`config.mk`:
```
export PLATFORM = sky130hd
export DESIGN_NAME = aipp_trigger_queue
export DESIGN_NICKNAME = d
export VERILOG_FILES = /design/src/rtl/aipp_trigger_queue.sv
export SDC_FILE = /design/constraint.sdc
export NUM_CORES = 1
export LEC_CHECK = 0
export BUFFER_PORTS_ARGS = -buffer_cell sky130_fd_sc_hd__buf_2
export CELL_PAD_IN_SITES_DETAIL_PLACEMENT = 0
export CELL_PAD_IN_SITES_GLOBAL_PLACEMENT = 2
export CORE_AREA = 3 3 97 89
export CTS_CLUSTER_DIAMETER = 200
export DETAILED_ROUTE_END_ITERATION = 10
export DIE_AREA = 0 0 100 92
export PLACE_DENSITY_LB_ADDON = 0.1
export SYNTH_ARGS = -nofsm -noshare
export SYNTH_HDL_FRONTEND = slang
export SYNTH_SLANG_ARGS = --single-unit
```
`constraint.sdc`:
```
create_clock -name clk -period 4.6 [get_ports clk]
set_input_delay 0.69 -clock clk [delete_from_list [all_inputs] [get_ports clk]]
set_output_delay 0.69 -clock clk [all_outputs]
set_load 0.01 [all_outputs]
```
`src/rtl/aipp_trigger_queue.sv`:
```
// Descriptor queue in front of the AIPP fast-path LUT stage: classifies payload length into an
// intensity index, buffers it, and issues one trigger at a time once the fast path is idle.
module aipp_trigger_queue #(
  parameter int DEPTH       = 8,
  parameter int LEN_SHIFT   = 10,
  parameter int GUARD_CYC   = 2,
  parameter int ACK_TIMEOUT = 4
) (
  input  logic                     clk,
  input  logic                     rst_n,
  input  logic                     pkt_valid,
  input  logic [15:0]              pkt_len,
  input  logic                     vrm_trigger,
  output logic                     packet_trigger,
  output logic [3:0]               intensity_idx,
  output logic [$clog2(DEPTH):0]   fifo_level,
  output logic                     fifo_full,
  output logic [15:0]              drop_count,
  output logic                     err_no_ack
);

  localparam int PTR_W   = $clog2(DEPTH);
  localparam int LVL_W   = PTR_W + 1;
  localparam int CNT_MAX = (ACK_TIMEOUT > GUARD_CYC) ? ACK_TIMEOUT : ((GUARD_CYC > 1) ? GUARD_CYC : 1);
  localparam int CNT_W   = $clog2(CNT_MAX + 1);

  localparam logic [CNT_W-1:0] ACK_LAST = CNT_W'(ACK_TIMEOUT - 1);
  localparam logic [CNT_W-1:0] GAP_LAST = (GUARD_CYC > 0) ? CNT_W'(GUARD_CYC - 1) : '0;
  localparam logic [LVL_W-1:0] LVL_FULL = LVL_W'(DEPTH);

  typedef enum logic [1:0] {
    IDLE,
    WAIT_RISE,
    WAIT_FALL,
    GAP
  } state_t;

  state_t             state_q, state_d;
  logic [CNT_W-1:0]   cnt_q, cnt_d;
  logic [PTR_W-1:0]   wr_ptr, rd_ptr;
  logic [LVL_W-1:0]   level_q, level_d;
  logic               full_q;
  logic [3:0]         mem [DEPTH];

  logic               pop, push, drop, timeout;
  logic [15:0]        len_shifted;
  logic [3:0]         push_idx;

  // Saturating length classification; only the 4-bit index is ever stored.
  assign len_shifted = pkt_len >> LEN_SHIFT;
  assign push_idx    = (len_shifted > 16'd15) ? 4'hF : len_shifted[3:0];

  // A full FIFO still accepts a descriptor on the cycle its head is popped.
  assign push = pkt_valid && (!full_q || pop);
  assign drop = pkt_valid && !push;

  always_comb begin
    // NOTE: every signal driven here gets a default first so no latch is inferred.
    state_d = state_q;
    cnt_d   = cnt_q;
    pop     = 1'b0;
    timeout = 1'b0;
    unique case (state_q)
      IDLE: begin
        if (level_q != '0 && !vrm_trigger) begin
          pop     = 1'b1;
          cnt_d   = '0;
          state_d = WAIT_RISE;
        end
      end
      WAIT_RISE: begin
        if (vrm_trigger) begin
          state_d = WAIT_FALL;
        end else if (cnt_q == ACK_LAST) begin
          timeout = 1'b1;
          cnt_d   = '0;
          state_d = (GUARD_CYC == 0) ? IDLE : GAP;
        end else begin
          cnt_d = cnt_q + 1'b1;
        end
      end
      WAIT_FALL: begin
        if (!vrm_trigger) begin
          cnt_d   = '0;
          state_d = (GUARD_CYC == 0) ? IDLE : GAP;
        end
      end
      GAP: begin
        if (cnt_q == GAP_LAST) state_d = IDLE;
        else                   cnt_d   = cnt_q + 1'b1;
      end
      default: state_d = IDLE;
    endcase
  end

  always_comb begin
    level_d = level_q;
    unique case ({push, pop})
      2'b10:   level_d = level_q + 1'b1;
      2'b01:   level_d = level_q - 1'b1;
      default: level_d = level_q;
    endcase
  end

  always_ff @(posedge clk or negedge rst_n) begin
    // NOTE: state registers use non-blocking assignments so every flop samples pre-edge values.
    if (!rst_n) begin
      state_q        <= IDLE;
      cnt_q          <= '0;
      wr_ptr         <= '0;
      rd_ptr         <= '0;
      level_q        <= '0;
      full_q         <= 1'b0;
      packet_trigger <= 1'b0;
      intensity_idx  <= 4'h0;
      drop_count     <= 16'h0000;
      err_no_ack     <= 1'b0;
    end else begin
      state_q        <= state_d;
      cnt_q          <= cnt_d;
      level_q        <= level_d;
      full_q         <= (level_d == LVL_FULL);
      packet_trigger <= pop;
      if (pop) begin
        intensity_idx <= mem[rd_ptr];
        rd_ptr        <= rd_ptr + 1'b1;
      end
      if (push) wr_ptr <= wr_ptr + 1'b1;
      if (drop && drop_count != 16'hFFFF) drop_count <= drop_count + 16'd1;
      if (timeout) err_no_ack <= 1'b1;
    end
  end

  // NOTE: queue storage has no reset; an entry is only read after a push has written it.
  always_ff @(posedge clk) begin
    if (push) mem[wr_ptr] <= push_idx;
  end

  assign fifo_level = level_q;
  assign fifo_full  = full_q;

endmodule

```
==> metrics <==
pwr dens approximately 560 mW/mm2; Port-buffer cells 36; initial antenna violation count 0; skew final between 0.008 and 0.009 ns; largest net degree at the start of global routing 39; Fin. Hold Viols 0; layout cell share with drive strength beyond 1 0.278; distinct cell type count after synthesis 45; Worst EP required between 4 and 5 ns; vias in the first global route around 1,900; worst-skew pair later-pin latency ~0.34 ns; Worst Hold Class in2async; cell leakage power roughly 1.5 nW; Mean Syn Cell Area between 10 and 15 um2; Yosys Warn Count 0; Die ar. around 0.0092 mm2; GR Overflow Total 0; antenna-violating nets left 0; drt drc 0; #FFs+latches synth 70; outcome completed; Placement Rows 30; hold-fix buffers at CTS 0; Max-cap violations 0; H-tree level count 3; CP max FO 15; share of the synthesized area in the top cell type 0.299; total wire length approximately 5800 um; Non-Filler Instances between 300 and 400; Arrival @ worst endpoint 3.37 ns; clk buf depth 2; RSZ-0062 raised after global routing no; core area roughly 0.0076 mm2; final worst path period need roughly 3.1 ns; crit share post-route 0.681; CP max stage delay roughly 0.4 ns; worst-case reg-to-reg path depth 15; max-slew violations 0; final instance area about 0.0037 mm2; Sink Count 70; diode count 0; CP delay by family, top adder cells; chip width roughly 100 um; drt pass-1 iters 4; Mapped Area roughly 0.0032 mm2; WP depth 15; commonest cells in the netlist dfrtp_1 (38), edfxtp_1 (32), nand2_1 (18); area delta synth->final 14.3%; synth top area cells edfxtp_1 (30%), dfrtp_1 (30%), mux4_2 (5.6%); vias per std cell roughly 5.1; clk root buf clkbuf_8; dominant synthesized flop cell dfrtp_1; post_cts resized 0; fin nets around 310; fmax approximately 0.32 GHz; Syn Inst Count around 230; worst-margin pin slew a little over 0.9 ns; Post-CTS Setup Repair Bufs 0; Critical path buffers and inverters 4; DP HPWL between 3000 and 4000 um; Final setup viols 0; CP max-delay cell dfrtp_1; number of vias in the routed layout ~1,900; TritonCTS Buffers 9; placed insts about 360; hold slack approximately 0.46 ns; first-pass GRT wire length roughly 10000 um; count leader, synth dfrtp_1; worst path cell trace inv_1, ha_1, inv_1, nor3_2, buf_4, o21a_1, inv_2, ha_1, xor2_1, ha_1, a21oi_1, xor2_1, nor2_1, xor2_1, nor4b_1; FF-to-FF setup slack approximately 1.5 ns; asr flop ratio synth 0.543; Reg-to-Reg End fifo_full$_DFF_PN0_; crit path kind reg2reg; Post-synth EDFFs 32; Initial DRC Count 98; Yosys top cell by area edfxtp_1; CTS clk-pin slew, worst paths about 0.080 ns; Area after DPL 0.00349 mm2; reg2reg start state_q[0]$_DFFE_PN0P_; Wirelength per Cell between 15 and 20 um; IO Count 47; Tot Pwr roughly 2.0 mW; CTS tree done; CP Capture Type register; CP Launch Type register; Max transition margin 0.379; Post-Syn Nets 265; Initial Util 0.421; RePlAce Congestion about 0.7; register area share after synthesis 0.595; Total GRT Usage 0.139; sum of negative setup slack 0 ns; VDD IR max 0.382 mV; Chip Height 92 um
-- metrics by stage --
stage,worst slack (ns),util
2_1_floorplan,1.82,-
3_3_place_gp,1.40,0.458
3_5_place_dp,1.40,0.458
4_1_cts,1.42,0.481
5_1_grt,1.15,0.481
6_report,1.47,0.481
-- layer usage --
layer | up-vias | track usage | wire length, um | part of all wire
met5 | - | 0 | 0 | 0
met1 | 944 | 0.194 | 2940 | 0.51
met2 | 33 | 0.204 | 2530 | 0.44
li1 | 925 | - | - | -
met3 | 8 | 0.0487 | 261 | 0.045
met4 | 0 | 0.0404 | 74 | 0.013
-- state kept, by name, indices dropped and copies added (netlist names) --
name and flops:
fifo_full 1, fifo_level 4, err_no_ack 1, mem 32
rd_ptr 3, cnt_q 3, drop_count 16, intensity_idx 4
state_q 2, packet_trigger 1, wr_ptr 3
-- how the worst max path moves through the flow --
stage	startpoint	to	slack (ns)
finish	state_q[0]$_DFFE_PN0P_	fifo_full$_DFF_PN0_	1.47
global route	state_q[0]$_DFFE_PN0P_	fifo_full$_DFF_PN0_	1.15
CTS	state_q[0]$_DFFE_PN0P_	fifo_full$_DFF_PN0_	1.42
detailed placement	vrm_trigger	fifo_full$_DFF_PN0_	1.40
global placement	vrm_trigger	fifo_full$_DFF_PN0_	1.40
floorplan	state_q[0]$_DFFE_PN0P_	fifo_full$_DFF_PN0_	1.82
-- placed cells by master, fill, tap and decap left out, types with 5 or more instances in the layout --
cell type,n
o21ai_0,5
clkbuf_8,9
xnor2_1,17
ha_1,14
nand3_1,6
edfxtp_1,32
nand2_1,18
nor3_1,5
a21oi_1,7
xor2_1,7
nor2_1,9
mux4_2,8
buf_2,36
inv_1,9
dfrtp_1,38
-- power breakdown --
group | total, mW | internal [mW] | switching (mW)
clock network | 0.467 | 0.247 | 0.219
logic | 0.608 | 0.306 | 0.302
registers | 0.972 | 0.796 | 0.176
-- worst reg2reg max path, delay by kind of cell, from the launching register on --
| kind | cells | cell delay (ns) |
|---|---|---|
| flip-flops | 1 | 0.40 |
| adder cells (fa/ha/maj) | 3 | 0.68 |
| XOR/XNOR | 3 | 0.49 |
| AO/OA/AOI/OAI | 2 | 0.41 |
| buffers and inverters | 4 | 0.56 |
| AND/OR/NAND/NOR | 3 | 0.50 |
-- final cells by class --
cell class	instances	area, um2
Fill cell	691	3950
Sequential cell	70	1910
Multi-Input combinational cell	144	1230
Timing Repair Buffer	37	188
Clock buffer	11	131
Tap cell	96	120
Clock inverter	5	50.0
Inverter	10	37.5
-- cells by family (layout without fill, tap and decap cells) --
kind of cell / after synthesis / in the layout / share of synthesized area
compound gates: 25 / 25 / 0.0546
xor+xnor: 24 / 24 / 0.0655
flops: 70 / 70 / 0.595
fa+ha+maj: 14 / 14 / 0.0546
simple gates: 65 / 65 / 0.124
buf+inv: 17 / 63 / 0.0230
mux: 16 / 16 / 0.0826
(Power assumes the default switching activity.)
